**src/rtl/id_ex_stage.sv**
```systemverilog
// ============================================================================
// Module   : id_ex_stage
// Purpose  : ID/EX pipeline register with load-use hazard detection and
//            saturating bubble counter.
// Revision : 1.0 - initial release
// ============================================================================
`default_nettype none

module id_ex_stage #(
  parameter int DATA_WIDTH   = 32,
  parameter int REG_ADDR     = 5,
  parameter int CONTROL_SIZE = 18,
  parameter int CNT_WIDTH    = 16
) (
  input  logic                    i_clk,
  input  logic                    i_rst_n,
  input  logic                    i_enable,
  input  logic                    i_flush,
  input  logic [CONTROL_SIZE-1:0] i_control,
  input  logic [DATA_WIDTH-1:0]   i_rs_data,
  input  logic [DATA_WIDTH-1:0]   i_rt_data,
  input  logic [DATA_WIDTH-1:0]   i_imm,
  input  logic [4:0]              i_shamt,
  input  logic [REG_ADDR-1:0]     i_rs,
  input  logic [REG_ADDR-1:0]     i_rt,
  input  logic [REG_ADDR-1:0]     i_rd,
  input  logic [DATA_WIDTH-1:0]   i_pc_plus4,
  output logic [CONTROL_SIZE-1:0] o_control,
  output logic [DATA_WIDTH-1:0]   o_rs_data,
  output logic [DATA_WIDTH-1:0]   o_rt_data,
  output logic [DATA_WIDTH-1:0]   o_imm,
  output logic [4:0]              o_shamt,
  output logic [REG_ADDR-1:0]     o_rs,
  output logic [REG_ADDR-1:0]     o_rt,
  output logic [REG_ADDR-1:0]     o_rd,
  output logic [DATA_WIDTH-1:0]   o_pc_plus4,
  output logic                    o_stall,
  output logic [CNT_WIDTH-1:0]    o_bubble_count
);

  localparam int MEM_READ_BIT = 3;

  logic [CONTROL_SIZE-1:0] control_q,    control_d;
  logic [DATA_WIDTH-1:0]   rs_data_q,    rs_data_d;
  logic [DATA_WIDTH-1:0]   rt_data_q,    rt_data_d;
  logic [DATA_WIDTH-1:0]   imm_q,        imm_d;
  logic [4:0]              shamt_q,      shamt_d;
  logic [REG_ADDR-1:0]     rs_q,         rs_d;
  logic [REG_ADDR-1:0]     rt_q,         rt_d;
  logic [REG_ADDR-1:0]     rd_q,         rd_d;
  logic [DATA_WIDTH-1:0]   pc_plus4_q,   pc_plus4_d;
  logic [CNT_WIDTH-1:0]    bubble_cnt_q, bubble_cnt_d;

  logic w_stall;
  logic w_bubble;
  logic w_cnt_full;

  // Both rs and rt are compared whatever the instruction format; false stalls are harmless.
  assign w_stall    = control_q[MEM_READ_BIT] && (rt_q != '0) &&
                      ((rt_q == i_rs) || (rt_q == i_rt));
  assign w_bubble   = i_flush || w_stall;
  assign w_cnt_full = (bubble_cnt_q == {CNT_WIDTH{1'b1}});

  always_comb begin
    control_d    = control_q;
    rs_data_d    = rs_data_q;
    rt_data_d    = rt_data_q;
    imm_d        = imm_q;
    shamt_d      = shamt_q;
    rs_d         = rs_q;
    rt_d         = rt_q;
    rd_d         = rd_q;
    pc_plus4_d   = pc_plus4_q;
    bubble_cnt_d = bubble_cnt_q;
    if (i_enable) begin
      control_d  = w_bubble ? '0 : i_control;
      rs_data_d  = i_rs_data;
      rt_data_d  = i_rt_data;
      imm_d      = i_imm;
      shamt_d    = i_shamt;
      rs_d       = i_rs;
      rt_d       = i_rt;
      rd_d       = i_rd;
      pc_plus4_d = i_pc_plus4;
      if (w_bubble && !w_cnt_full) begin
        bubble_cnt_d = bubble_cnt_q + {{(CNT_WIDTH-1){1'b0}}, 1'b1};
      end
    end
  end

  always_ff @(posedge i_clk) begin
    if (!i_rst_n) begin
      control_q    <= '0;
      rs_data_q    <= '0;
      rt_data_q    <= '0;
      imm_q        <= '0;
      shamt_q      <= '0;
      rs_q         <= '0;
      rt_q         <= '0;
      rd_q         <= '0;
      pc_plus4_q   <= '0;
      bubble_cnt_q <= '0;
    end else begin
      control_q    <= control_d;
      rs_data_q    <= rs_data_d;
      rt_data_q    <= rt_data_d;
      imm_q        <= imm_d;
      shamt_q      <= shamt_d;
      rs_q         <= rs_d;
      rt_q         <= rt_d;
      rd_q         <= rd_d;
      pc_plus4_q   <= pc_plus4_d;
      bubble_cnt_q <= bubble_cnt_d;
    end
  end

  assign o_control      = control_q;
  assign o_rs_data      = rs_data_q;
  assign o_rt_data      = rt_data_q;
  assign o_imm          = imm_q;
  assign o_shamt        = shamt_q;
  assign o_rs           = rs_q;
  assign o_rt           = rt_q;
  assign o_rd           = rd_q;
  assign o_pc_plus4     = pc_plus4_q;
  assign o_stall        = w_stall;
  assign o_bubble_count = bubble_cnt_q;

endmodule

`default_nettype wire
```
**config.mk**
```make
export PLATFORM = sky130hd
export DESIGN_NAME = id_ex_stage
export DESIGN_NICKNAME = d
export VERILOG_FILES = /design/src/rtl/id_ex_stage.sv
export SDC_FILE = /design/constraint.sdc
export NUM_CORES = 1
export LEC_CHECK = 0
export CORE_AREA = 2 2 139 141
export CTS_CLUSTER_DIAMETER = 100
export CTS_CLUSTER_SIZE = 8
export DETAILED_ROUTE_END_ITERATION = 6
export DIE_AREA = 0 0 141 143
export PLACE_DENSITY = 0.72
export SETUP_SLACK_MARGIN = 0.02
export SKIP_CTS_REPAIR_TIMING = 1
export SYNTH_ARGS = -nofsm -noshare
export SYNTH_HDL_FRONTEND = slang
export SYNTH_SLANG_ARGS = --single-unit
export TNS_END_PERCENT = 5
```
**constraint.sdc**
```tcl
create_clock -name i_clk -period 3.2 [get_ports i_clk]
set_input_delay 0.96 -clock i_clk [delete_from_list [all_inputs] [get_ports i_clk]]
set_output_delay 0.96 -clock i_clk [all_outputs]
set_load 0.1 [all_outputs]
```
==> results of run 1 <==
-- area by class of cell --
cell class,count,area [sq um],area share [%]
timing repair buffer,368,3290,30.2
sequential,182,3650,33.4
multi-input combinational,448,3090,28.3
tap,234,293,2.68
antenna,2,5.00,0.0459
inverter,3,13.8,0.126
clock buffer,18,429,3.93
clock inverter,13,145,1.33
-- path summary, 6_finish.rpt --
path	startpoint	slack [ns]	cells after the start	to
setup / recovery	i_rs[1]	0.22	7	o_stall
setup reg to reg	o_rt[1]	0.82	6	o_bubble_count[8]
hold reg to reg	o_control[4]	0.47	2	o_control[4]
hold / removal	o_control[4]	0.47	2	o_control[4]
-- kinds of logic after synthesis --
| group | count (synthesis) | synth area share (%) |
|---|---|---|
| AO/OA/AOI/OAI | 63 | 6.03 |
| XOR/XNOR | 10 | 1.27 |
| adder cells (fa/ha/maj) | 1 | 0.182 |
| buffers and inverters | 51 | 3.05 |
| flip-flops | 182 | 52.9 |
| multiplexers | 153 | 22.2 |
| AND/OR/NAND/NOR | 221 | 14.4 |
-- flip-flops by register name (all words and copies together) (netlist names) --
| name | cells |
|---|---|
| o_shamt | 5 |
| o_rt | 5 |
| o_pc_plus4 | 32 |
| o_rd | 5 |
| o_rs_data | 32 |
| o_bubble_count | 16 |
| o_rt_data | 32 |
| o_imm | 32 |
| o_rs | 5 |
| o_control | 18 |
-- synthesized netlist by cell type, drive strengths merged, types with 2 or more instances --
library cell | number | area, sq um
o41ai | 2 | 17.5
nand2 | 9 | 33.8
nand4 | 5 | 31.3
nor4 | 6 | 37.5
o21a | 2 | 15.0
o31a | 2 | 17.5
mux2i | 153 | 1530
or3 | 3 | 18.8
nor3 | 3 | 15.0
nor2 | 151 | 567
clkbuf | 25 | 93.8
buf | 23 | 105
o21ai | 3 | 15.0
nand2b | 24 | 150
xor2 | 10 | 87.6
a21oi | 26 | 130
o211ai | 18 | 135
dfxtp | 182 | 3640
nand3 | 7 | 40.0
or4 | 9 | 67.6
inv | 3 | 11.3
o31ai | 6 | 45.0
-- power groups by stage --
stage	combinational [mW]	clock (mW)	sequential, mW
after floorplan	0.287	0	3.36
after global placement	1.64	0	2.50
after detailed placement	1.64	0	2.51
after CTS	1.65	2.14	2.46
after global routing	1.70	2.23	2.47
final	1.64	2.08	2.46
-- worst reg2reg max path: cells and delay by family, from the launching register on --
family | cells | cell delay, ns
buffers and inverters | 1 | 0.30
AO/OA/AOI/OAI | 3 | 0.91
flip-flops | 1 | 0.43
AND/OR/NAND/NOR | 2 | 0.64
-- metrics by stage --
step	total power, mW	hold WS [ns]	worst slack (ns)
CTS	6.24	0.474	-0.282
global route	6.40	0.488	0.122
finish	6.18	0.472	0.225
floorplan	3.64	0.770	0.0240
global placement	4.14	0.460	-0.283
detailed placement	4.15	0.462	-0.282
-- routing by layer --
metal / share of wire (%) / wire length [um]
met2: 51 / 11000
met4: 1.3 / 275
met3: 7.5 / 1610
met5: 0 / 0
met1: 40 / 8720
==> flow_summary.ini, run 1 <==
[run_status]
status = completed

[finish]
final_nets = 1191
drive_gt1_share_pct = 23.8
final_cell_mix = 193 x buf_4, 178 x dfxtp_1, 158 x clkdlybuf4s50_1
layout_commonest_cell = buf_4
utilization_pct = 58.7
stdcell_count = 1268
design_area_sq_mm = 0.0109
syn2layout_area_growth_pct = 58.3
fill_cells = 1656

[pwr]
intPower_mw = 4.03
netSwitchingFraction_pct = 34.8
clkPwrFrac_pct = 33.7
p_seq_share_pct = 39.7
pwr-share-comb_pct = 26.5
total_leakage_power_nw = 4.98
peakVddDrop_mv = 0.368
p_switching_mw = 2.15
powerDensity_mw_per_mm2 = 567

[cts]
cts_max_level = 4
clock-sinks = 182
cts_tree = done
clk_latency_ns = 0.42
root_buffer = clkbuf_16
clockBufferDepth = 2
cts_buffers = 17
cts.clk_slew.worst_paths_ns = 0.07

[timing]
tightest_slew_ns = 0.604
final-hold-violation-count = 0
clock-skew-final_ns = 0.00902
max_freq_mhz = 336
maxSlewHeadroom_pct = 59.7
setup_viol = 0
post-route-min-period_ns = 2.98
tns_ns = 0
rsz0062_at_grt = false
slew_viol_final = 0
finalCritPeriodShare_pct = 93.0

[worst_setup_path]
cp.arrival_ns = 2.02
cpPeakStageDelay_ns = 0.23
crit_type = in2out
crit_path_start_kind = input port
crit_buf_inv = 3
crit_fanout = 2
crit_chain = dlymetal6s2s_1 > xor2_1 > nor2_2 > buf_4 > a22oi_2 > nor2_4 > buf_12
required_ns = 2.24
critical_path.top_delay_family = buffers and inverters
slowest_stage = nor2_2
endpoint_kind = output pin

[grt]
use_met1_pct = 23.9
gr-usage-all-layers_pct = 20.4
gr-usage-met2_pct = 35.0
grt_use_met3_pct = 7.14
grt_antenna_before_repair = 3
grt_max_degree = 104
grt_overflow_total = 0
busiest_layer = met2
grt_pass1_wl_mm = 31.8
grt_pass1_vias = 5830

[die]
io_pins = 353
rows = 50
start_util_pct = 37.1
die_w_um = 141
core_area_sq_mm = 0.0186
die_h_um = 143
dieArea_sq_mm = 0.0202

[place]
port_buffers = 352
place_area_sq_mm = 0.0103
dpl.cell_count = 1233
gp_congestion = 0.762
dp_hpwl_mm = 15.7

[run]
max_cap_violations = 0

[synthesis]
syn_avg_cell_area_sq_um = 10.1
yosys_warnings = 0
ys_ff_latch = 182
syn_inst = 681
ys_seq_area_share_pct = 52.9
syn-num-nets = 852
ys_types = 33
ys.flop_type = dfxtp_1
async_flop_share_pct = 0
synth-edff-count = 0
synth_area_sq_mm = 0.00689

[route]
wire_per_inst_um = 17.0
viasPerCell = 4.79
drt_iter0_markers = 273
dr.pass1.iters = 4
antenna_left = 0
drt-total-wl_mm = 21.6
post-route-drc-count = 0
vias = 6074

[min_path]
worstHoldPathType = reg2reg
(Power assumes the default switching activity.)
==> run 2: changes to the inputs <==
--- a/config.mk
+++ b/config.mk
@@ -5,13 +5,14 @@
 export SDC_FILE = /design/constraint.sdc
 export NUM_CORES = 1
 export LEC_CHECK = 0
+export CAP_MARGIN = 20
 export CORE_AREA = 2 2 139 141
 export CTS_CLUSTER_DIAMETER = 100
 export CTS_CLUSTER_SIZE = 8
 export DETAILED_ROUTE_END_ITERATION = 6
 export DIE_AREA = 0 0 141 143
 export PLACE_DENSITY = 0.72
-export SETUP_SLACK_MARGIN = 0.02
+export SETUP_SLACK_MARGIN = 0.5
 export SKIP_CTS_REPAIR_TIMING = 1
 export SYNTH_ARGS = -nofsm -noshare
 export SYNTH_HDL_FRONTEND = slang
==> flow_summary.ini, run 2 (synthesized netlist as in run 1, its figures left out) <==
[grt]
gr-usage-met2_pct = 33.8
grt_antenna_before_repair = 1
use_met1_pct = 23.6
grt_use_met3_pct = 7.65
grt_pass1_wl_mm = 32.0
gr-usage-all-layers_pct = 20.2
busiest_layer = met2
grt_overflow_total = 0
grt_pass1_vias = 5932
grt_max_degree = 74

[route]
drt_iter0_markers = 269
vias = 6158
antenna_left = 0
dr.pass1.iters = 4
drt-total-wl_mm = 21.1
wire_per_inst_um = 16.6
post-route-drc-count = 0
viasPerCell = 4.86

[pwr]
peakVddDrop_mv = 0.350
total_leakage_power_nw = 4.98
powerDensity_mw_per_mm2 = 591

[worst_setup_path]
required_ns = 2.24
crit_type = in2out
endpoint_kind = output pin
cp.arrival_ns = 1.88
crit_fanout = 2
crit_path_start_kind = input port

[cts]
cts_max_level = 4
root_buffer = clkbuf_16
clockBufferDepth = 2
clk_latency_ns = 0.42
clock-sinks = 182
cts.clk_slew.worst_paths_ns = 0.06
cts_tree = done
cts_buffers = 17

[timing]
maxSlewHeadroom_pct = 47.7
tightest_slew_ns = 0.784
rsz0062_at_grt = true
setup_viol = 0
finalCritPeriodShare_pct = 88.6
max_freq_mhz = 353
final-hold-violation-count = 0
slew_viol_final = 0
post-route-min-period_ns = 2.84
clock-skew-final_ns = 0.00688

[die]
die_w_um = 141
start_util_pct = 37.1
core_area_sq_mm = 0.0186
io_pins = 353
die_h_um = 143
dieArea_sq_mm = 0.0202
rows = 50

[finish]
layout_commonest_cell = buf_4
syn2layout_area_growth_pct = 59.5
utilization_pct = 59.2
fill_cells = 1661
final_nets = 1192
final_cell_mix = 196 x buf_4, 178 x dfxtp_1, 158 x clkdlybuf4s50_1
design_area_sq_mm = 0.0110
drive_gt1_share_pct = 24.9
stdcell_count = 1268

[place]
gp_congestion = 0.778
place_area_sq_mm = 0.0103
dp_hpwl_mm = 15.1
dpl.cell_count = 1236
port_buffers = 352

[run]
max_cap_violations = 0

[run_status]
status = completed

[min_path]
worstHoldPathType = reg2reg
## run 2: final cells by class
class | count | area (sq um) | area share (%)
Inverter | 3 | 13.8 | 0.125
Sequential cell | 182 | 3650 | 33.2
Antenna cell | 1 | 2.50 | 0.0228
Timing Repair Buffer | 369 | 3260 | 29.7
Clock buffer | 18 | 429 | 3.90
Tap cell | 234 | 293 | 2.66
Multi-Input combinational cell | 448 | 3100 | 28.2
Clock inverter | 13 | 240 | 2.19
## run 2: worst paths after layout
check / start / to / slack [ns] / depth (start not counted)
setup reg to reg: o_rt[4] / o_bubble_count[9] / 0.94 / 6
hold reg to reg: o_control[5] / o_control[5] / 0.47 / 2
hold / removal: o_control[5] / o_control[5] / 0.47 / 2
setup / recovery: i_rs[3] / o_stall / 0.36 / 6
## run 2: through the flow
step	hold WS [ns]	setup TNS (ns)	power (mW)	worst slack (ns)
floorplan	0.770	0	3.65	0.0502
global placement	0.460	-0.0525	4.14	-0.0525
detailed placement	0.462	-0.0459	4.15	-0.0459
CTS	0.474	-0.0459	6.55	-0.0459
global route	0.488	0	6.72	0.314
finish	0.473	0	6.50	0.365
## run 2: where the power goes
part / internal (mW) / total [mW] / switching [mW]
registers: 2.39 / 2.46 / 0.0714
logic: 0.483 / 1.64 / 1.16
clock network: 1.48 / 2.40 / 0.919
total: 4.35 / 6.50 / 2.15
## run 2: layer usage
metal	vias up	share of wire, %	routed length [um]
met5	-	0	0
met4	0	2.0	416
met3	31	8.7	1830
met2	254	49	10400
met1	2862	40	8420
li1	3011	-	-
## run 2: worst max-delay path: stages
cell     delay [ns]
buf_4          0.13
xor2_2         0.14
nor3_2         0.23
a22oi_2        0.11
nor2_4         0.11
buf_12         0.18
